==> src/rtl/ddr2pe_unpool.sv <==
// ddr2pe_unpool: gradient/mask DDR loader scattering beats into four PE buffer groups, with optional 2x2 max-unpool.
// Optional DDR2PE_UNPOOL_SCALE_EN adds a saturating left shift by conf_shift in stage 1.
module ddr2pe_unpool #(
  parameter int BATCH = 8,
  parameter int DATA_W = 16,
  parameter int BUF_DEPTH = 256,
  parameter int ADDR_W = $clog2(BUF_DEPTH),
  localparam int DDR_W = BATCH * DATA_W
) (
  input  logic                 clk,
  input  logic                 rst,
  input  logic                 start,
  output logic                 done,
  input  logic                 conf_pooling,
  input  logic                 conf_mask_en,
  input  logic [3:0]           conf_ch_num,
  input  logic [3:0]           conf_pix_num,
  input  logic [3:0]           conf_row_num,
  input  logic [3:0]           conf_shift,
  input  logic [DDR_W-1:0]     ddr1_data,
  input  logic                 ddr1_valid,
  output logic                 ddr1_ready,
  input  logic [DDR_W-1:0]     ddr2_data,
  input  logic                 ddr2_valid,
  output logic                 ddr2_ready,
  output logic [ADDR_W-1:0]    buf_wr_addr,
  output logic [4*DDR_W-1:0]   buf_wr_data,
  output logic [3:0]           buf_wr_en
);
  typedef enum logic [1:0] {IDLE, RUN, DRAIN} state_t;
  state_t state_q, state_d;
  logic [3:0] ch_q, ch_d, pix_q, pix_d, row_q, row_d;
  logic mask_used, accept, clr, ch_last, pix_last, row_last, last;
  logic s1_v_q;
  logic [DDR_W-1:0] s1_grad_q, s1_grad_d;
  logic [4*BATCH-1:0] s1_mask_q, s1_mask_d;
  logic [ADDR_W-1:0] s1_addr_q, s1_addr_d;
  logic [1:0] s1_grp_q, s1_grp_d;
  logic [3:0] wr_en_q, wr_en_d;
  logic [ADDR_W-1:0] wr_addr_q;
  logic [4*DDR_W-1:0] wr_data_q, wr_data_d;
  logic unused_bits;
`ifdef DDR2PE_UNPOOL_SCALE_EN
  localparam logic signed [DATA_W+15:0] SAT_MAX = {{17{1'b0}}, {(DATA_W-1){1'b1}}};
  localparam logic signed [DATA_W+15:0] SAT_MIN = {{17{1'b1}}, {(DATA_W-1){1'b0}}};
  function automatic logic [DATA_W-1:0] scale(input logic [DATA_W-1:0] g, input logic [3:0] sh);
    logic signed [DATA_W+15:0] w;
    w = $signed({{16{g[DATA_W-1]}}, g}) <<< sh;
    return (w > SAT_MAX) ? SAT_MAX[DATA_W-1:0] : (w < SAT_MIN) ? SAT_MIN[DATA_W-1:0] : w[DATA_W-1:0];
  endfunction
`endif
  assign unused_bits = ^{conf_shift, ddr2_data};
  assign done = state_q == IDLE;
  assign buf_wr_addr = wr_addr_q;
  assign buf_wr_data = wr_data_q;
  assign buf_wr_en = wr_en_q;
  always_comb begin
    mask_used = conf_pooling | conf_mask_en;
    ddr1_ready = (state_q == RUN) && (!mask_used || ddr2_valid);
    ddr2_ready = (state_q == RUN) && mask_used && ddr1_valid;
    accept = ddr1_valid && ddr1_ready;
    clr = (state_q == IDLE) && start;
    ch_last = ch_q == conf_ch_num;
    pix_last = pix_q == conf_pix_num;
    row_last = row_q == conf_row_num;
    last = accept && ch_last && pix_last && row_last;
    state_d = clr ? RUN : (state_q == RUN && last) ? DRAIN : (state_q == DRAIN && !s1_v_q) ? IDLE : state_q;
    ch_d = clr ? 4'd0 : accept ? (ch_last ? 4'd0 : ch_q + 4'd1) : ch_q;
    pix_d = clr ? 4'd0 : (accept && ch_last) ? (pix_last ? 4'd0 : pix_q + 4'd1) : pix_q;
    row_d = clr ? 4'd0 : (accept && ch_last && pix_last) ? (row_last ? 4'd0 : row_q + 4'd1) : row_q;
    s1_addr_d = '0;
    s1_addr_d[ADDR_W-1 -: 4] = ch_q;
    s1_addr_d[3] = conf_pooling ? row_q[0] : row_q[1];
    s1_addr_d[2:0] = conf_pooling ? pix_q[2:0] : pix_q[3:1];
    s1_grp_d = {row_q[0], pix_q[0]};
    s1_grad_d = '0;
    s1_mask_d = '0;
    // Without a mask stream every lane behaves as fully enabled
    for (int i = 0; i < BATCH; i++) begin
`ifdef DDR2PE_UNPOOL_SCALE_EN
      s1_grad_d[i*DATA_W +: DATA_W] = scale(ddr1_data[i*DATA_W +: DATA_W], conf_shift);
`else
      s1_grad_d[i*DATA_W +: DATA_W] = ddr1_data[i*DATA_W +: DATA_W];
`endif
      s1_mask_d[i*4 +: 4] = mask_used ? ddr2_data[i*DATA_W +: 4] : 4'hF;
    end
  end
  always_comb begin
    wr_data_d = '0;
    for (int g = 0; g < 4; g++)
      for (int i = 0; i < BATCH; i++)
        wr_data_d[g*DDR_W + i*DATA_W +: DATA_W] =
          (conf_pooling ? s1_mask_q[i*4 + g] : |s1_mask_q[i*4 +: 4]) ? s1_grad_q[i*DATA_W +: DATA_W] : '0;
    wr_en_d = !s1_v_q ? 4'd0 : conf_pooling ? 4'hF : 4'd1 << s1_grp_q;
  end
  always_ff @(posedge clk) begin
    if (rst) begin
      state_q <= IDLE;
      ch_q <= '0;
      pix_q <= '0;
      row_q <= '0;
      s1_v_q <= 1'b0;
      s1_grad_q <= '0;
      s1_mask_q <= '0;
      s1_addr_q <= '0;
      s1_grp_q <= '0;
      wr_en_q <= '0;
      wr_addr_q <= '0;
      wr_data_q <= '0;
    end else begin
      state_q <= state_d;
      ch_q <= ch_d;
      pix_q <= pix_d;
      row_q <= row_d;
      s1_v_q <= accept;
      if (accept) begin
        s1_grad_q <= s1_grad_d;
        s1_mask_q <= s1_mask_d;
        s1_addr_q <= s1_addr_d;
        s1_grp_q <= s1_grp_d;
      end
      wr_en_q <= wr_en_d;
      if (s1_v_q) begin
        wr_addr_q <= s1_addr_q;
        wr_data_q <= wr_data_d;
      end
    end
  end
endmodule

==> config.mk <==
export PLATFORM = sky130hd
export DESIGN_NAME = ddr2pe_unpool
export DESIGN_NICKNAME = d
export VERILOG_FILES = /design/src/rtl/ddr2pe_unpool.sv
export SDC_FILE = /design/constraint.sdc
export NUM_CORES = 1
export LEC_CHECK = 0
export CAP_MARGIN = 30
export CORE_AREA = 2 2 311 313
export DETAILED_ROUTE_END_ITERATION = 10
export DIE_AREA = 0 0 313 315
export PLACE_DENSITY = 0.61
export SYNTH_ARGS = -nofsm -noshare
export SYNTH_HDL_FRONTEND = slang
export SYNTH_SLANG_ARGS = --single-unit
==> constraint.sdc <==
create_clock -name clk -period 5.9 [get_ports clk]
set_clock_uncertainty 0.1 [all_clocks]
set_input_delay 0.885 -clock clk [delete_from_list [all_inputs] [get_ports clk]]
set_output_delay 0.885 -clock clk [all_outputs]
set_load 0.02 [all_outputs]
==> impl_metrics.py <==
metrics = {
    "timing": {
        "setup_viol": 0,
        "max-slew-margin-rel_pct": 25.3,
        "finalHoldViolCount": 0,
        "maxSlewViolCount": 0,
        "layout_min_cycle_time_ns": 3.88,
        "fin_setup_tns_ns": 0,
        "post-route-period-util_pct": 65.8,
        "rsz0062_at_grt": "no",
        "setup_slack_ns": 2.02,
        "holdWs_ns": 0.356,
        "worstMarginPinSlew_ns": 1.12,
        "max_freq_mhz": 258,
    },
    "cts": {
        "clk_latency_ns": 0.65,
        "clockBufferDepth": 3,
        "cts_resized": 0,
        "post_cts_buffers": 0,
        "cts_buffers": 81,
        "clk_pin_slew_ns": 0.06,
        "cts.sinks": 709,
        "cts_tree": "yes",
        "hold_buffers": 0,
        "cts-root-buf": "clkbuf_16",
        "cts_max_level": 3,
    },
    "synthesis": {
        "post-synth-top-area-fraction_pct": 53.0,
        "seq_area_frac_synth_pct": 53.0,
        "synth_top_area_cell": "dfxtp_1",
        "synthAdderAreaFrac_pct": 0.140,
        "mappedNetlistNets": 3481,
        "ys_seq_elements": 709,
        "synth_edf_count": 0,
        "yosys_most_used_dff": "dfxtp_1",
        "netlist_instances": 3199,
        "yosys_warnings": 0,
        "synth_top_family_by_area": "simple AND/OR/NAND/NOR gates",
        "mappedNetlistArea_um2": 26800,
        "avgSynthCellArea_um2": 8.37,
        "synth_compound_area_share_pct": 13.5,
        "ys_async_sr_fraction_pct": 0,
        "synth_xor_area_share_pct": 0.458,
        "synthTopCellsByArea": "dfxtp_1, a21oi_1, nand2b_1",
        "synth_cell_types": 34,
        "muxShareOfSynthArea_pct": 0.486,
        "synth-simple-area-share_pct": 28.5,
    },
    "routing": {
        "wl_per_cell_um": 18.8,
        "first_pass_iters": 6,
        "ant_nets": 0,
        "first_iter_violations": 1778,
        "viasPerCell": 4.74,
        "drt-total-wl_um": 96100,
        "vias": 24200,
        "drcViolationCount": 0,
    },
    "final_layout": {
        "multi_input_area_um2": 11600,
        "layout-drive-gt1-share_pct": 5.11,
        "seqCellArea_um2": 14200,
        "final_cells": 5113,
        "final_common_cell": "dfxtp_1",
        "syn2layout_area_growth_pct": 41.3,
        "nets": 4037,
        "design_area_um2": 37800,
        "n_fill_cell": 9695,
        "fin_util_pct": 39.5,
        "layout_common_cells": "dfxtp_1, clkdlybuf4s50_1, a21oi_1",
    },
    "worst_setup_path": {
        "crit_path_frequent_cell": "clkdlybuf4s50_1",
        "setup.worst_path.start": "conf_mask_en",
        "path_max_fanout": 3,
        "start_kind": "input pin",
        "critPathCaptureType": "primary output",
        "critPathSlowestCell": "clkdlybuf4s50_1",
        "arrival_ns": 2.90,
        "worstPathRequired_ns": 4.91,
        "worst_path_largest_cell_delay_ns": 0.75,
        "critPathKind": "in -> out",
        "r2r_start": "state_q[0]",
        "crit_chain": "clkdlybuf4s50_1, o21ba_1, nor3b_1, clkdlybuf4s50_1",
    },
    "power": {
        "leakagePower_nw": 11.9,
        "switching_share_pct": 23.8,
        "combPwrFrac_pct": 5.9,
        "vdd_drop_max_mv": 0.188,
        "power_density_nw_per_um2": 291,
        "clkPwrFrac_pct": 49.7,
        "power_switching_mw": 2.62,
        "sequentialPowerShare_pct": 44.5,
        "intPower_mw": 8.39,
        "p_total_mw": 11.0,
    },
    "grt": {
        "grt_max_degree": 286,
        "grt_use_total_pct": 18.5,
        "overflow": 0,
        "grt_first_pass_wirelength_um": 142000,
        "antenna_found_initial": 28,
        "first_global_vias": 22200,
    },
    "placement": {
        "place_ws_ns": 2.06,
        "place_area_um2": 34900,
        "dpl.hpwl_um": 63400,
        "gp_congestion": 0.805,
        "dpl.cell_count": 4947,
        "numPortBuffers": 705,
    },
    "die": {
        "die_h_um": 315,
        "rows": 114,
        "io_pins": 806,
        "die_w_um": 313,
        "dieArea_um2": 98600,
        "coreArea_um2": 95700,
        "start_util_pct": 28.0,
    },
    "worst_hold_path": {
        "hp-class": "reg -> reg",
        "min_from": "s1_addr_q[6]",
    },
    "job": {
        "maxCapViolations": 0,
    },
    "outcome": {
        "outcome": "finished, final reports clean",
    },
}
[final timing paths]
path / slack [ns] / endpoint / cells after the start
min: 0.36 / s1_addr_q[6] / 2
max reg2reg: 3.35 / row_q[3] / 5
min reg2reg: 0.36 / s1_addr_q[6] / 2
max: 2.02 / ddr1_ready / 4
[layer usage]
layer	track usage (%)	vias to the layer above	part of all wire, %
met4	7.81	10	3.2
met5	0	-	0.072
met2	28.7	709	46
met1	23.6	11400	43
met3	6.21	163	8.3
li1	-	12000	-
[registers in the layout (all words and copies together), names as in the netlist, 2 cells and up]
signal / cells
s1_mask_q: 32
s1_grp_q: 2
s1_grad_q: 128
buf_wr_addr: 8
buf_wr_en: 4
row_q: 4
state_q: 2
buf_wr_data: 512
s1_addr_q: 8
pix_q: 4
ch_q: 4
[worst max-delay path, delay by kind of cell]
family | cells | cell delay (ns)
AND/OR/NAND/NOR | 1 | 0.21
buffers and inverters | 2 | 1.44
AO/OA/AOI/OAI | 1 | 0.36
[synth_stat cells, types with 2 or more instances]
library cell and n:
nand2_1 277, xor2_1 9, a21oi_1 661, nand3b_1 3, buf_1 7, clkbuf_1 260
mux2i_1 13, nand2b_1 514, o21bai_1 32, nand4_1 2, nand3_1 517, nor3_1 67
dfxtp_1 709, o21ai_0 6, a211oi_1 4, inv_1 3, nor2_1 92, xnor2_1 5
ha_1 3
[power by group through the flow]
| stage | sequential (mW) | combinational [mW] | clock (mW) |
|---|---|---|---|
| 5_1_grt | 4.90 | 0.699 | 5.80 |
| 4_1_cts | 4.89 | 0.655 | 5.62 |
| 3_5_place_dp | 5.00 | 0.653 | 0 |
| 2_1_floorplan | 4.98 | 0.335 | 0 |
| 6_report | 4.90 | 0.646 | 5.47 |
| 3_3_place_gp | 5.00 | 0.649 | 0 |
[area by class of cell]
cell class,count,area share (%)
Sequential cell,709,37.5
Inverter,3,0.0298
Clock buffer,107,6.10
Antenna cell,19,0.126
Multi-Input combinational cell,2218,30.7
Tap cell,1276,4.22
Clock inverter,39,1.53
Timing Repair Buffer,742,19.7
[cells by family (layout without fill, tap and decap cells)]
logic type | Yosys count | in the layout
and+or+nand+nor | 1483 | 1483
buffers and inverters | 272 | 891
other | 0 | 19
muxes | 13 | 13
DFF | 709 | 709
adders and majority gates | 3 | 3
AOI/OAI and AO/OA | 705 | 705
xor gates and xnor gates | 14 | 14
No activity file was read; power rests on OpenSTA's default activity.
